--- config.mk ---
export PLATFORM = sky130hd
export DESIGN_NAME = data_sync_rx_fifo
export DESIGN_NICKNAME = d
export VERILOG_FILES = /design/src/rtl/data_sync_pkg.sv /design/src/rtl/data_sync_fifo_mem.sv /design/src/rtl/data_sync_rx_fifo.sv
export SDC_FILE = /design/constraint.sdc
export NUM_CORES = 1
export LEC_CHECK = 0
export CAP_MARGIN = 25
export CORE_UTILIZATION = 31
export CTS_CLUSTER_DIAMETER = 120
export CTS_CLUSTER_SIZE = 25
export DETAILED_ROUTE_END_ITERATION = 10
export PLACE_DENSITY_LB_ADDON = 0.1
export SYNTH_ARGS = -nofsm -noshare
export SYNTH_HDL_FRONTEND = slang
export SYNTH_SLANG_ARGS = --single-unit
--- constraint.sdc ---
create_clock -name dest_clk -period 3.4 [get_ports dest_clk]
set_clock_uncertainty 0.1 [all_clocks]
set_input_delay 0.68 -clock dest_clk [delete_from_list [all_inputs] [get_ports dest_clk]]
set_output_delay 0.68 -clock dest_clk [all_outputs]
set_load 0.05 [all_outputs]
--- src/rtl/data_sync_pkg.sv ---
// rtl/data_sync_pkg.sv - shared defaults and pointer helper for the data_sync receive path
package data_sync_pkg;

  localparam int DS_DATA_WIDTH     = 8;
  localparam int DS_DEPTH          = 8;
  localparam int DS_DROP_CNT_WIDTH = 8;

  // Advance a ring-buffer pointer, wrapping depth-1 back to 0.
  function automatic int unsigned ptr_next(input int unsigned ptr, input int unsigned depth);
    return (ptr + 1 == depth) ? 0 : ptr + 1;
  endfunction

endpackage

--- src/rtl/data_sync_fifo_mem.sv ---
// rtl/data_sync_fifo_mem.sv - register-array storage with synchronous write and asynchronous read
module data_sync_fifo_mem #(
  parameter int DATA_WIDTH = 8,
  parameter int DEPTH      = 8,
  parameter int ADDR_WIDTH = 3
) (
  input  logic                  clk,
  input  logic                  wr_en,
  input  logic [ADDR_WIDTH-1:0] wr_addr,
  input  logic [DATA_WIDTH-1:0] wr_data,
  input  logic [ADDR_WIDTH-1:0] rd_addr,
  output logic [DATA_WIDTH-1:0] rd_data
);

  logic [DATA_WIDTH-1:0] mem [DEPTH];

  // Storage is left unreset; occupancy tracking in the parent decides what is valid.
  always_ff @(posedge clk) begin
    if (wr_en) begin
      mem[wr_addr] <= wr_data;
    end
  end

  assign rd_data = mem[rd_addr];

endmodule

--- src/rtl/data_sync_rx_fifo.sv ---
// rtl/data_sync_rx_fifo.sv - first-word-fall-through receive buffer with drop accounting
module data_sync_rx_fifo
  import data_sync_pkg::*;
#(
  parameter  int DATA_WIDTH     = DS_DATA_WIDTH,
  parameter  int DEPTH          = DS_DEPTH,
  parameter  int DROP_CNT_WIDTH = DS_DROP_CNT_WIDTH,
  localparam int ADDR_WIDTH     = $clog2(DEPTH)
) (
  input  logic                      dest_clk,
  input  logic                      dest_rst_n,
  input  logic [DATA_WIDTH-1:0]     sync_bus,
  input  logic                      enable_pulse,
  output logic [DATA_WIDTH-1:0]     out_data,
  output logic                      out_valid,
  input  logic                      out_ready,
  output logic                      fifo_full,
  output logic [ADDR_WIDTH:0]       fifo_count,
  output logic                      overflow,
  input  logic                      overflow_clr,
  output logic [DROP_CNT_WIDTH-1:0] drop_count
);

  localparam logic [ADDR_WIDTH:0]       FULL_COUNT = (ADDR_WIDTH + 1)'(DEPTH);
  localparam logic [DROP_CNT_WIDTH-1:0] DROP_MAX   = '1;

  logic [ADDR_WIDTH-1:0] wr_ptr;
  logic [ADDR_WIDTH-1:0] rd_ptr;
  logic [ADDR_WIDTH:0]   count;
  logic [DATA_WIDTH-1:0] head_word;
  logic                  rd;
  logic                  wr;
  logic                  drop;

  // A read frees a slot in the same cycle, so a full buffer still accepts a word when it is also being read.
  assign out_valid = (count != '0);
  assign rd        = out_valid && out_ready;
  assign wr        = enable_pulse && ((count < FULL_COUNT) || rd);
  assign drop      = enable_pulse && (count == FULL_COUNT) && !rd;

  assign fifo_full  = (count == FULL_COUNT);
  assign fifo_count = count;
  assign out_data   = out_valid ? head_word : '0;

  data_sync_fifo_mem #(
    .DATA_WIDTH (DATA_WIDTH),
    .DEPTH      (DEPTH),
    .ADDR_WIDTH (ADDR_WIDTH)
  ) u_mem (
    .clk     (dest_clk),
    .wr_en   (wr),
    .wr_addr (wr_ptr),
    .wr_data (sync_bus),
    .rd_addr (rd_ptr),
    .rd_data (head_word)
  );

  // Pointer and occupancy bookkeeping; simultaneous read and write leave count unchanged.
  always_ff @(posedge dest_clk or negedge dest_rst_n) begin
    if (!dest_rst_n) begin
      wr_ptr <= '0;
      rd_ptr <= '0;
      count  <= '0;
    end else begin
      if (wr) begin
        wr_ptr <= ADDR_WIDTH'(ptr_next(32'(wr_ptr), DEPTH));
      end
      if (rd) begin
        rd_ptr <= ADDR_WIDTH'(ptr_next(32'(rd_ptr), DEPTH));
      end
      case ({wr, rd})
        2'b10:   count <= count + 1'b1;
        2'b01:   count <= count - 1'b1;
        default: count <= count;
      endcase
    end
  end

  // Sticky overflow and saturating drop counter; a drop in the clearing cycle restarts the tally at one.
  always_ff @(posedge dest_clk or negedge dest_rst_n) begin
    if (!dest_rst_n) begin
      overflow   <= 1'b0;
      drop_count <= '0;
    end else if (drop) begin
      overflow <= 1'b1;
      if (overflow_clr) begin
        drop_count <= DROP_CNT_WIDTH'(1);
      end else if (drop_count != DROP_MAX) begin
        drop_count <= drop_count + 1'b1;
      end
    end else if (overflow_clr) begin
      overflow   <= 1'b0;
      drop_count <= '0;
    end
  end

endmodule

# Yosys cells after proc, flatten, opt, wreduce, memory -nomap -nowiden
# Memories as Yosys holds them, arrays and structs flattened.
# Cells that the tools add are included.
[totals]
register_bits = 19
latchBits = 0
mem_bits_rw = 64
mem_bits_ro = 0
inputBits = 13
memories = 1
[classes]
addsub = 5
mul = 0
n_div = 0
order_cmp = 1
n_eq_ne = 6
shift = 0
n_mux = 12
bitwise = 0
n_reduce_logical = 11
[memory_table]
columns = ["name", "depth", "width", "rd", "rd_ports_with_merged_regs", "write_ports", "line_no", "text"]
rows = [
  ["u_mem.mem", 8, 8, 1, 0, 1, "data_sync_fifo_mem.sv:15", "logic [DATA_WIDTH-1:0] mem [DEPTH];"],
]
[op_table]
columns = ["operator", "n"]
rows = [
  ["two-way mux 8 bit", 5],
  ["equality test 4 bit (second input constant)", 3],
  ["adder 3 x 1 -> 4 bit (second input constant)", 2],
  ["adder 8 x 1 -> 8 bit (second input constant)", 1],
  ["inequality test 8 bit (second input constant)", 1],
  ["one-hot mux 4 bit (2 select lines)", 1],
  ["two-way mux 3 bit", 2],
  ["nonzero test 2 bit", 3],
  ["adder 4 x 1 -> 4 bit (second input constant)", 1],
  ["logical AND 1 bit", 4],
  ["less-than comparator 4 bit (second input constant)", 1],
  ["two-way mux 1 bit", 4],
  ["nonzero test 4 bit", 1],
  ["subtractor 4 x 1 -> 4 bit (second input constant)", 1],
  ["equality test 2 x 1 -> 1 bit (second input constant)", 1],
  ["equality test 2 bit (second input constant)", 1],
  ["AND reduction 2 bit", 1],
  ["logical NOT 1 bit", 1],
  ["logical OR 1 bit", 1],
]

# Longest topological paths before layout
[logic_depth]
depth_word = 6
depth_mapped = 13
depth_no_buf = 12

# Modules after synthesis
# From an unflattened synthesis, not the netlist that was laid out.
[unflattened]
hier_cells = 212
hier_area_um2 = 3646.0
[modules_own_cells]
columns = ["module", "instances", "cells_per_inst", "area_each_um2"]
rows = [
  ["data_sync_fifo_mem", 1, 106, 2531.2],
  ["data_sync_rx_fifo", 1, 106, 1114.8],
]

# Worst setup path before layout
# Ideal clock, no wire load.
[synth_path]
path_type = "register to register"
startpoint = "reg count[1] (netlist: fifo_count[1])"
endpoint = "reg count[2] (netlist: fifo_count[2])"
arrival_time_ns = 3.009
required_time_ns = 3.154
path_slack_ns = 0.145
stages_incl_launch_ff = 14
path_buffers = 1
period_less_slack_ns = 3.255
path_cell_list = "dfrtp_1 > or3_1 > buf_6 > nor2_2 > inv_1 > nand2_1 > inv_1 > ha_1 > xor2_1 > ha_1 > a21oi_1 > xor2_1 > nor2_1 > xor2_1"
[synth_between]
elab_chain_len = 6
[synth_rtl]
columns = ["element", "line_no", "text"]
rows = [
  ["from (decl)", "data_sync_rx_fifo.sv:29", "logic [ADDR_WIDTH:0] count;"],
  ["from (signal assigned)", "data_sync_rx_fifo.sv:72", "2'b10: count <= count + 1'b1;"],
  ["from (signal assigned)", "data_sync_rx_fifo.sv:73", "2'b01: count <= count - 1'b1;"],
  ["from (signal assigned)", "data_sync_rx_fifo.sv:74", "default: count <= count;"],
  ["nonzero test 4 bit (*)", "data_sync_rx_fifo.sv:36", "assign out_valid = (count != '0);"],
  ["via out_valid", "data_sync_rx_fifo.sv:15", "output logic out_valid,"],
  ["logical AND 1 bit (*)", "data_sync_rx_fifo.sv:37", "assign rd = out_valid && out_ready;"],
  ["via rd", "data_sync_rx_fifo.sv:31", "logic rd;"],
  ["logical OR 1 bit", "data_sync_rx_fifo.sv:38", "assign wr = enable_pulse && ((count < FULL_COUNT) || rd);"],
  ["logical AND 1 bit", "data_sync_rx_fifo.sv:38", ""],
  ["equality test 2 x 1 -> 1 bit or equality test 2 bit (tied branches)", "data_sync_rx_fifo.sv:71", "case ({wr, rd})"],
  ["one-hot mux 4 bit (2 select lines) or nonzero test 2 bit (tied branches)", "--", ""],
]
# The timed path passes the listed nets; every way through them passes the cells marked *.
# A chain may end at the register's enable or synchronous reset.

# Final worst setup path
[layout_path]
startpoint = "reg count[1] (netlist: fifo_count[1])"
endpoint = "out fifo_full"
[layout_between]
elab_chain_len = 1
[layout_rtl]
columns = ["element", "line_no", "text"]
rows = [
  ["equality test 4 bit", "data_sync_rx_fifo.sv:41", "assign fifo_full = (count == FULL_COUNT);"],
  ["to (decl)", "data_sync_rx_fifo.sv:17", "output logic fifo_full,"],
]
# No other way between the ends.

==> metrics <==
outcome complete, no violations; Crit path max-delay family buffers and inverters; number of flops mapped to enable cells by yosys 64; predominant post-synthesis flop cell edfxtp_1; Placer Congestion roughly 0.70; MaxCap Viol Count 0; hold_ws 416.8 ps; vias in the first global route 1,927; commonest cells after routing, fill and taps aside edfxtp_1 (64), clkdlybuf4s50_1 (27), nor2_1 (21), buf_4 (21), dfrtp_1 (19); clk sinks a little over 80; critical path cell sequence or3_1, nor2_1, clkdlybuf4s50_1; Max transition margin 57.13%; Netlist cell types 40; post_cts resized 0; Root Driver clkbuf_16; Vias 1,971; share of cells above drive strength 1 21.82%; max-slew violations 0; Bufs and invs on worst path 1; Pleak around 1.6 nW; Post-route DRC 0; global router's overall resource usage 13.21%; cell taking the most area after synthesis edfxtp_1; syn_area_per_cell between 15 and 20 sq um; Req. time, crit path 2620 ps; internal power 0.002510 W; fillers around 1,000; Async SR Flop Fraction 22.89%; highest metal used met4; first-pass GRT wire length 10.95 mm; Logic pwr share between 30% and 40%; startpoint types flop; Sw Ratio 36.29%; Critical Path End Type primary output; sequential power share about a third; Worst path slowest cell clkdlybuf4s50_1; fin crit share about 90%; PD cells 890.6 mW/mm^2; worst min-delay path class flop to flop; largest net degree at the start of global routing 20; DIE HEIGHT 108.5 um; syn nets roughly 240; reg2reg path depth 12; clk slew on worst S/H paths 60 ps; worst-skew pair later-pin latency about 340 ps; CP Class flop to primary output; met1 WL between 3 and 4 mm; die width 108.5 um; unrepaired setup endpoints after global routing false; Achievable Freq 327.1 MHz; Post-Syn Instances 218; Sw Pwr about 0.0014 W; register area share after synthesis 68.16%; diodes inserted 0; mapped cell area 0.003517 sq mm; vias per inst 4.749; Post-DP HPWL 4.508 mm; Worst VDD drop 0.0004267 V; synthesis-stage register bit count 83; critical-path maximum fanout 8; Area growth syn-to-layout 25.76%; Core ar. 0.01094 sq mm; TritonCTS Buffers 9; DRT iter0 DRCs 74; Rows 38; Clock Path Buffers 2; die area about 0.012 sq mm; Pre-antenna DRT Iters 4; Worst-Margin Slew 643.1 ps; reg2reg setup slack 610 ps; hold buffers post-CTS 0; top post-synthesis cells by area edfxtp_1 (55%), dfrtp_1 (14%), mux4_2 (10%), mux2i_1 (2.6%), nor2_1 (2.2%); TritonCTS clock tree built; # IOs 36; Remaining Overflow, GRT 0; register area 0.002397 sq mm; initial antenna violation count 0; hold depth 2; Port Buffers 35; cell count along the critical path 3; Fin. Hold Viols 0; Worst path max stage delay roughly 810 ps; most common library cell in the layout ignoring fill and taps edfxtp_1; Post-CTS Setup Bufs 0; Final Setup Violations 0; min Tclk post-route 3057 ps; WL met2 3.163 mm; Worst EP arrival 2280 ps; total number of yosys warnings 0; final WL just under 7 mm; WL/cell between 15 and 20 um; antenna viol nets, final 0; DR WL met3 222 um; Nets 289; area occupied by multi-input gates 0.001062 sq mm; Clk pwr share 27.1%; setup tns final 0 ps; post-synth top area share 54.64%; CTS HTree Levels 3; Initial Util 32.16%
-- power by group through the flow --
stage | clock (W) | combinational, W | sequential (W)
after floorplan | 0 | 0.00101 | 0.00145
after detailed placement | 0 | 0.00151 | 0.00141
after global placement | 0 | 0.00151 | 0.00141
after global routing | 0.00114 | 0.00160 | 0.00141
final | 0.00107 | 0.00149 | 0.00138
after CTS | 0.00110 | 0.00152 | 0.00139
-- cell families (layout without fill, tap and decap cells) --
kind of cell	Yosys count	in the layout	synth area share [%]
DFF	83	83	68.16
AOI/OAI and AO/OA	15	15	2.668
and+or+nand+nor	64	64	9.321
adders and majority gates	6	6	2.134
xor gates and xnor gates	8	8	1.992
buffers and inverters	13	70	1.636
muxes	29	29	14.09
-- Yosys cell counts, types with 4 or more instances --
master	n
o21ai_0	5
mux4_2	16
edfxtp_1	64
nand2_1	9
nor3_1	8
nor2_1	21
dfrtp_1	19
inv_1	5
nand2b_1	4
mux2i_1	9
xnor2_1	5
nand3_1	6
clkbuf_1	4
ha_1	6
-- worst paths after layout --
check	end	startpoint
hold reg to reg	overflow$_DFFE_PN0P_	overflow$_DFFE_PN0P_
hold / removal	overflow$_DFFE_PN0P_	overflow$_DFFE_PN0P_
setup reg to reg	fifo_count[2]$_DFFE_PN0P_	fifo_count[1]$_DFFE_PN0P_
max in group asynchronous	drop_count[3]$_DFFE_PN0P_	dest_rst_n
setup / recovery	fifo_full	fifo_count[1]$_DFFE_PN0P_
min in group asynchronous	fifo_count[1]$_DFFE_PN0P_	dest_rst_n
-- registers in the layout, indices dropped and copies added (netlist names) --
signal,flops
u_mem.mem,64
drop_count,8
fifo_count,4
rd_ptr,3
wr_ptr,3
overflow,1
-- worst reg2reg max path: cells and delay by family (launching register included) --
kind,cells,cell delay (ps)
AND/OR/NAND/NOR,4,850
AO/OA/AOI/OAI,1,140
flip-flops,1,460
buffers and inverters,2,170
adder cells (fa/ha/maj),2,470
XOR/XNOR,3,470
-- final cells by class --
cell class | instances | area share [%]
clock buffer | 9 | 5.092
clock inverter | 7 | 2.376
inverter | 5 | 0.4243
multi-input combinational | 122 | 24.02
sequential | 83 | 54.20
tap | 140 | 3.960
timing repair buffer | 49 | 9.929
-- metal layers --
metal  global-route usage (%)  up-vias
met5                        0        -
met4                    6.660        0
met3                    2.833       10
met2                    19.08       28
met1                    18.67      986
li1                         -      947
-- metrics by stage --
stage	utilization (%)	instance area (sq um)	power, W	worst slack (ps)	std cells
2_1_floorplan	-	3517	0.002460	144.6	218
3_3_place_gp	37.32	4081	0.002918	573.4	398
3_5_place_dp	37.32	4081	0.002921	549.7	398
4_1_cts	40.34	4412	0.004005	318.9	414
5_1_grt	40.45	4423	0.004151	276.7	415
6_report	40.45	4423	0.003939	342.8	415
(Power assumes the default switching activity.)
